===== src/rtl/mem_access_unit.sv =====
// LC-3 memory access unit: holds MAR/MDR, decodes the four keyboard/display device
// registers locally and reaches external memory over a req/ack port, returning R.
module mem_access_unit #(
    parameter logic [15:0] KBSR_ADDR = 16'hFE00,
    parameter logic [15:0] KBDR_ADDR = 16'hFE02,
    parameter logic [15:0] DSR_ADDR  = 16'hFE04,
    parameter logic [15:0] DDR_ADDR  = 16'hFE06
) (
    input  logic        clk,
    input  logic        rst_n,
    input  logic [15:0] bus_in,
    input  logic        ld_mar,
    input  logic        ld_mdr,
    input  logic        mio_en,
    input  logic        r_w,
    output logic        ready,
    output logic [15:0] mar_q,
    output logic [15:0] mdr_q,
    output logic        mem_req,
    output logic        mem_we,
    output logic [15:0] mem_addr,
    output logic [15:0] mem_wdata,
    input  logic [15:0] mem_rdata,
    input  logic        mem_ack,
    input  logic [7:0]  kb_data,
    input  logic        kb_valid,
    output logic [7:0]  disp_data,
    output logic        disp_valid,
    input  logic        disp_ack,
    output logic [1:0]  o_dbg_state
);

    typedef enum logic [1:0] {
        ST_IDLE     = 2'd0,
        ST_MEM_WAIT = 2'd1,
        ST_DONE     = 2'd2
    } state_t;

    state_t      r_state;
    state_t      w_next_state;

    logic [15:0] r_mar;
    logic [15:0] r_mdr;
    logic [15:0] r_rdata_hold;
    logic        r_mem_req;
    logic        r_mem_we;
    logic [15:0] r_mem_addr;
    logic [15:0] r_mem_wdata;
    logic        r_kb_full;
    logic [7:0]  r_kbdr;
    logic        r_dsr_ready;
    logic [7:0]  r_disp_data;
    logic        r_disp_valid;

    logic        w_in_idle;
    logic        w_in_done;
    logic        w_mem_done;
    logic        w_is_kbsr;
    logic        w_is_kbdr;
    logic        w_is_dsr;
    logic        w_is_ddr;
    logic        w_dev_hit;
    logic        w_start;
    logic        w_dev_read;
    logic        w_kbdr_read;
    logic        w_ddr_write;
    logic        w_mem_launch;
    logic [15:0] w_dev_rdata;

    // Address decode always looks at the held MAR, never at the bus.
    assign w_is_kbsr    = (r_mar == KBSR_ADDR);
    assign w_is_kbdr    = (r_mar == KBDR_ADDR);
    assign w_is_dsr     = (r_mar == DSR_ADDR);
    assign w_is_ddr     = (r_mar == DDR_ADDR);
    assign w_dev_hit    = w_is_kbsr | w_is_kbdr | w_is_dsr | w_is_ddr;

    assign w_start      = w_in_idle & mio_en;
    assign w_dev_read   = w_start & w_dev_hit & ~r_w;
    assign w_kbdr_read  = w_dev_read & w_is_kbdr;
    assign w_ddr_write  = w_start & w_is_ddr & r_w;
    assign w_mem_launch = w_start & ~w_dev_hit;

    always_comb begin
        w_dev_rdata = 16'h0000;
        if (w_is_kbsr) begin
            w_dev_rdata = {r_kb_full, 15'b0};
        end else if (w_is_kbdr) begin
            w_dev_rdata = {8'h00, r_kbdr};
        end else if (w_is_dsr) begin
            w_dev_rdata = {r_dsr_ready, 15'b0};
        end
    end

    // ------------------------------------------------------------------
    // Control FSM: state register / next state / state-decoded outputs
    // ------------------------------------------------------------------
    always_ff @(posedge clk) begin
        if (!rst_n) begin
            r_state <= ST_IDLE;
        end else begin
            r_state <= w_next_state;
        end
    end

    always_comb begin
        w_next_state = r_state;
        case (r_state)
            ST_IDLE: begin
                if (mio_en) begin
                    w_next_state = w_dev_hit ? ST_DONE : ST_MEM_WAIT;
                end
            end
            ST_MEM_WAIT: begin
                if (mem_ack) begin
                    w_next_state = ST_DONE;
                end
            end
            ST_DONE:  w_next_state = ST_IDLE;
            default:  w_next_state = ST_IDLE;
        endcase
    end

    always_comb begin
        w_in_idle  = 1'b0;
        w_in_done  = 1'b0;
        w_mem_done = 1'b0;
        case (r_state)
            ST_IDLE:     w_in_idle  = 1'b1;
            ST_MEM_WAIT: w_mem_done = mem_ack;
            ST_DONE:     w_in_done  = 1'b1;
            default:     w_in_idle  = 1'b0;
        endcase
    end

    // ------------------------------------------------------------------
    // MAR / MDR
    // ------------------------------------------------------------------
    always_ff @(posedge clk) begin
        if (!rst_n) begin
            r_mar <= 16'h0000;
            r_mdr <= 16'h0000;
        end else begin
            if (w_in_idle && ld_mar) begin
                r_mar <= bus_in;
            end
            if (w_in_idle && ld_mdr && !mio_en) begin
                r_mdr <= bus_in;
            end else if (w_in_done && ld_mdr && !r_w) begin
                r_mdr <= r_rdata_hold;
            end
        end
    end

    // ------------------------------------------------------------------
    // External memory port.
    // Handshake: mem_req rises at the launch edge together with mem_addr,
    // mem_we and mem_wdata; all four stay frozen until mem_ack is sampled
    // high, and that same edge completes the transfer and drops the request.
    // ------------------------------------------------------------------
    always_ff @(posedge clk) begin
        if (!rst_n) begin
            r_mem_req   <= 1'b0;
            r_mem_we    <= 1'b0;
            r_mem_addr  <= 16'h0000;
            r_mem_wdata <= 16'h0000;
        end else if (w_mem_launch) begin
            r_mem_req   <= 1'b1;
            r_mem_we    <= r_w;
            r_mem_addr  <= r_mar;
            r_mem_wdata <= r_mdr;
        end else if (w_mem_done) begin
            r_mem_req   <= 1'b0;
            r_mem_we    <= 1'b0;
        end
    end

    always_ff @(posedge clk) begin
        if (!rst_n) begin
            r_rdata_hold <= 16'h0000;
        end else if (w_dev_read) begin
            r_rdata_hold <= w_dev_rdata;
        end else if (w_mem_done) begin
            r_rdata_hold <= mem_rdata;
        end
    end

    // ------------------------------------------------------------------
    // Keyboard: a fresh character outranks the clear caused by a KBDR read
    // ------------------------------------------------------------------
    always_ff @(posedge clk) begin
        if (!rst_n) begin
            r_kb_full <= 1'b0;
            r_kbdr    <= 8'h00;
        end else if (kb_valid) begin
            r_kb_full <= 1'b1;
            r_kbdr    <= kb_data;
        end else if (w_kbdr_read) begin
            r_kb_full <= 1'b0;
        end
    end

    // ------------------------------------------------------------------
    // Display: a DDR write outranks a simultaneous disp_ack
    // ------------------------------------------------------------------
    always_ff @(posedge clk) begin
        if (!rst_n) begin
            r_dsr_ready  <= 1'b1;
            r_disp_data  <= 8'h00;
            r_disp_valid <= 1'b0;
        end else begin
            r_disp_valid <= 1'b0;
            if (w_ddr_write) begin
                r_dsr_ready  <= 1'b0;
                r_disp_data  <= r_mdr[7:0];
                r_disp_valid <= 1'b1;
            end else if (disp_ack) begin
                r_dsr_ready  <= 1'b1;
            end
        end
    end

    assign ready       = w_in_done;
    assign mar_q       = r_mar;
    assign mdr_q       = r_mdr;
    assign mem_req     = r_mem_req;
    assign mem_we      = r_mem_we;
    assign mem_addr    = r_mem_addr;
    assign mem_wdata   = r_mem_wdata;
    assign disp_data   = r_disp_data;
    assign disp_valid  = r_disp_valid;
    assign o_dbg_state = r_state;

endmodule


===== config.mk =====
export PLATFORM = sky130hd
export DESIGN_NAME = mem_access_unit
export DESIGN_NICKNAME = d
export VERILOG_FILES = /design/src/rtl/mem_access_unit.sv
export SDC_FILE = /design/constraint.sdc
export NUM_CORES = 1
export LEC_CHECK = 0
export CORE_MARGIN = 2
export CORE_UTILIZATION = 45
export DETAILED_ROUTE_END_ITERATION = 10
export PLACE_DENSITY = 0.84
export SETUP_SLACK_MARGIN = 0.15
export SLEW_MARGIN = 5
export SYNTH_ARGS = -nofsm -noshare
export SYNTH_HDL_FRONTEND = slang
export SYNTH_SLANG_ARGS = --single-unit

===== constraint.sdc =====
create_clock -name clk -period 3.5 [get_ports clk]
set_input_delay 0.35 -clock clk [delete_from_list [all_inputs] [get_ports clk]]
set_output_delay 0.35 -clock clk [all_outputs]
set_load 0.03 [all_outputs]

; Yosys cells after proc, flatten, opt, wreduce, memory -nomap -nowiden
; Cells that the tools add are included.
[classes]
n_mux = 22
n_reduce_logical = 14
n_addsub = 0
n_shift = 0
magnitude_cmp = 0
n_eq_ne = 8
n_mul = 0
div = 0
bitwise = 12
[op_table]
columns = cell, n
row1 = 2-to-1 mux 16 bit, 7
row2 = "equality test 16 bit, second input constant", 4
row3 = 2-to-1 mux 1 bit, 11
row4 = nonzero test 2 bit, 5
row5 = AND 1 bit, 7
row6 = 2-to-1 mux 2 bit, 3
row7 = logical AND 1 bit, 5
row8 = "inequality test 2 bit, second input constant", 2
row9 = case mux 2 bit (2 select lines), 1
row10 = OR 1 bit, 3
row11 = "equality test 2 x 1 -> 1 bit, second input constant", 1
row12 = "equality test 2 bit, second input constant", 1
row13 = logical NOT 1 bit, 2
row14 = logical NOT 2 bit, 1
row15 = inverter 1 bit, 2
row16 = AND reduction 2 bit, 1
[word_totals]
output_inout_bits = 78
regBits = 103
romBits = 0
latchBits = 0
mem_count = 0
ramBits = 0

; Depth between registers and ports, before layout
[depth]
word_depth = 9
mapped_depth = 6

; Least setup slack after synthesis
; Ideal clock, no wire load.
[synth_path]
kind = register to register
start = register r_state[0] (netlist: o_dbg_state[0])
end = register r_rdata_hold[6]
t_arrival_ps = 1599
setup_ps = 125
setup_slack_ps = 1776
stages_incl_launch_ff = 7
n_path_buf = 2
path_cell_list = dfxtp_1 and3b_1 buf_2 buf_2 mux2_2 nand2_1 mux2i_1
[synth_between]
elab_chain_len = 6
[synth_rtl]
columns = element, line_no
row1 = "start, declared", 39  ; state_t r_state;
row2 = "start signal, assigned", 101  ; r_state <= w_next_state;
row3 = logical NOT 2 bit, 127  ; case (r_state)
row4 = 2-to-1 mux 1 bit, 127
row5 = AND 1 bit, 77  ; assign w_start = w_in_idle & mio_en;
row6 = AND 1 bit (2 in a row), 78  ; assign w_dev_read = w_start & w_dev_hit & ~r_w;
row7 = 2-to-1 mux 16 bit / nonzero test 2 bit (equally long branches), --
row8 = "end signal, assigned", 181  ; r_rdata_hold <= w_dev_rdata;
row9 = "end signal, assigned", 183  ; r_rdata_hold <= mem_rdata;
row10 = "end, declared", 44  ; logic [15:0] r_rdata_hold;
; Parallel ways exist; a longest one is shown, timed or not.
; A chain may end at the register's enable or synchronous reset.

; Worst setup path in the final report
[layout_path]
start = register r_state[0] (netlist: o_dbg_state[0])
end = register r_mdr[6] (netlist: mdr_q[6])
[layout_between]
elab_chain_len = 5
[layout_rtl]
columns = element, line_no
row1 = equality test 2 bit / logical NOT 2 bit (equally long branches), 127
row2 = 2-to-1 mux 1 bit, 127
row3 = logical AND 1 bit (on tied branches) (2 in a row), "148, 146"
row4 = nonzero test 2 bit (no source line) / 2-to-1 mux 16 bit (equally long branches), --
row5 = "end signal, assigned", 147  ; r_mdr <= bus_in;
row6 = "end signal, assigned", 149  ; r_mdr <= r_rdata_hold;
row7 = "end, declared", 43  ; logic [15:0] r_mdr;
; Parallel ways exist; a longest one is shown, timed or not.

==> flow_summary_export.csv <==
group,metric,value,unit
cts,root_buffer,"clkbuf_8",
setup_path,crit_slowest_cell,"nand3b_1",
grt,grt_pass1_wl,17.6,mm
floorplan,die_area,0.0103,mm²
logic_synthesis,syn_area,0.00429,mm²
drt,drtIter0Drc,218,
sta,slew_viol_final,0,
sta,tns,0,ns
sta,setup_ws,1.27,ns
grt,grt_usage,22.1,%
final_layout,layout_common_cells,"nand2_1, clkdlybuf4s50_1, dfxtp_1, mux2i_1",
final_layout,num_antenna_cells,0,
setup_path,critical_path_buf_inv_count,0,
cts,cts_hold_buf,0,
setup_path,criticalPathCategory,"flop to flop",
grt,grt_pass1_vias,3427,
drt,dr.pass1.iters,5,
setup_path,crit_arrival,2.48,ns
final_layout,nNetsFinal,618,
hold_path,whs_endpoint,"mem_wdata[3]",
logic_synthesis,ys_seq_area_share,48.1,%
placed_design,preCtsSetupSlack,1.16,ns
hold_path,min_from,"mem_wdata[3]",
power_and_ir_drop,peakVddDrop,231,µV
sta,hold_viol,0,
setup_path,r2r.worst_path.cells,3,
floorplan,die_x,102,µm
floorplan,io_pins,127,
cts,clock_path_buffers,2,
logic_synthesis,synthCells,460,
logic_synthesis,ys_ff_latch,103,
logic_synthesis,yosys_warnings,0,
setup_path,critical-path-top-delay-family,"simple AND/OR/NAND/NOR gates",
sta,clock_skew,0.0110,ns
sta,tightestPinTransition,1.21,ns
final_layout,mostFrequentLayoutCell,"nand2_1",
cts,cts_tree,"built",
sta,max_freq,448,MHz
setup_path,path_cells,"nor2_1 -> nand3b_1 -> o211a_1",
hold_path,hold_path.class,"flop to flop",
hold_path,hold_depth,2,
sta,rsz0062_at_grt,"false",
power_and_ir_drop,p_leak,2.30,nW
logic_synthesis,syn_area_per_cell,9.32,µm²
sta,setup_violations,0,
floorplan,num_rows,35,
drt,vias_per_cell,5.17,
cts,cts_setup_buffers,0,
drt,wl_per_cell,16.4,µm
power_and_ir_drop,powerDensity,422,mW/mm²
cts,path_clk_slew,0.09,ns
setup_path,end_kind,"flop",
cts,cts.sinks,103,
drt,vias,3632,
setup_path,path_max_fanout,32,
sta,fin_crit_sh,63.8,%
cts,h-tree-depth,3,
drt,wl,11.5,mm
setup_path,regToRegSetupSlack,1.27,ns
cts,numCtsBuffers,9,
flow_run,maxCapViolCount,0,
setup_path,start_kind,"flop",
drt,drc_errors,0,
setup_path,reg2reg_from,"o_dbg_state[0]",
sta,relSlewSlack,19.3,%
final_layout,area_growth,35.1,%
grt,overflow,0,
final_layout,layout-drive-gt1-share,5.93,%
placed_design,dp_hpwl,8.51,mm
sta,period_minus_slack,2.23,ns
drt,ant_nets,0,
floorplan,die_h,102,µm
cts,postCtsResizedCells,0,
setup_path,required,3.75,ns
grt,grt_max_degree,81,
logic_synthesis,ys_types,32,
floorplan,initial_utilization,46.4,%
run_status,outcome,"finished, final reports clean",
grt,antenna_found_initial,0,
setup_path,timing.rr.end,"mdr_q[6]",
cts,clkLatencyLatePin,0.36,ns
floorplan,coreArea,0.00924,mm²
setup_path,crit_path_max_incr_delay,0.86,ns
logic_synthesis,synthesis.nets,509,
placed_design,gp_congestion,0.829,
placed_design,io_buffers,126,
-- cell type report --
cell class / count / area, µm²
flip-flops and latches: 103 / 2060
repair buffers: 130 / 1290
clock inverters: 5 / 57.6
well taps: 129 / 161
multi-input cells: 323 / 2080
fillers: 716 / 3450
inverters: 2 / 7.51
clock buffers: 10 / 138
-- synthesized netlist by cell type, drive strengths merged --
master | n | area (µm²)
dfxtp | 103 | 2060
o21ai | 3 | 15.0
inv | 2 | 7.51
and3b | 2 | 17.5
clkbuf | 20 | 75.1
nand4 | 3 | 18.8
buf | 12 | 86.3
o211ai | 1 | 7.51
a21oi | 9 | 45.0
o211a | 16 | 160
mux2 | 9 | 101
or4b | 2 | 20.0
or3b | 1 | 11.3
o21a | 2 | 15.0
or3 | 1 | 6.26
nand3b | 2 | 15.0
nor2b | 9 | 56.3
nor3b | 1 | 7.51
nor4 | 1 | 6.26
mux2i | 74 | 741
and4b | 2 | 20.0
nor3 | 3 | 15.0
nor4bb | 1 | 10.0
nand2 | 153 | 574
nand3 | 2 | 10.0
nor2 | 4 | 15.0
and2 | 5 | 31.3
o41ai | 1 | 16.3
a21boi | 16 | 120
-- state kept, by name (all words and copies together), names as in the netlist --
| register | count |
|---|---|
| r_dsr_ready | 1 |
| mdr_q | 16 |
| o_dbg_state | 2 |
| mem_we | 1 |
| disp_data | 8 |
| r_kb_full | 1 |
| r_kbdr | 8 |
| mem_addr | 16 |
| mar_q | 16 |
| r_rdata_hold | 16 |
| mem_wdata | 16 |
| disp_valid | 1 |
| mem_req | 1 |
-- how the worst max path moves through the flow --
stage | startpoint | to | slack [ns] | cells past startpoint
detailed placement | mio_en | mdr_q[10] | 1.16 | 3
finish | o_dbg_state[0] | mdr_q[6] | 1.27 | 3
global placement | mio_en | mdr_q[13] | 1.23 | 3
CTS | o_dbg_state[0] | mdr_q[6] | 1.31 | 3
floorplan | o_dbg_state[0] | r_rdata_hold[6] | 1.78 | 6
global route | o_dbg_state[0] | mdr_q[6] | 1.08 | 3
-- tightest hold or removal path, stage by stage, from the launching register on --
cell and delay, ns:
dfxtp_1 0.32, nand2_1 0.05, mux2i_1 0.05
-- routing by layer --
metal	GRT usage, %	wire [µm]	part of all wire, %	vias up
met2	37.1	5640	49	129
met1	28.9	4960	43	1721
met5	0	0	0	-
met4	6.65	219	1.9	0
li1	-	-	-	1763
met3	4.00	671	5.8	19
-- where the power goes --
group / leakage (nW) / internal [W] / switching (W)
registers: 0.840 / 0.00123 / 0.0000520
logic: 1.36 / 0.000194 / 0.000230
clock network: 0.103 / 0.000348 / 0.000394
-- stage by stage --
stage / std cells / power [W] / utilization, % / hold WS (ns) / instance area (µm²)
finish: 702 / 0.00244 / 62.7 / 0.463 / 5790
CTS: 702 / 0.00246 / 62.7 / 0.464 / 5790
global placement: 687 / 0.00172 / 60.6 / 0.442 / 5600
floorplan: 460 / 0.00154 / - / 0.436 / 4290
detailed placement: 687 / 0.00173 / 60.6 / 0.449 / 5600
global route: 702 / 0.00254 / 62.7 / 0.477 / 5790
-- cells by family after synthesis --
| family | count (synthesis) | share of synthesized area, % |
|---|---|---|
| AND/OR/NAND/NOR | 192 | 19.5 |
| flip-flops | 103 | 48.1 |
| multiplexers | 83 | 19.6 |
| AO/OA/AOI/OAI | 48 | 8.84 |
| buffers and inverters | 34 | 3.94 |
No activity file was read; power rests on OpenSTA's default activity.
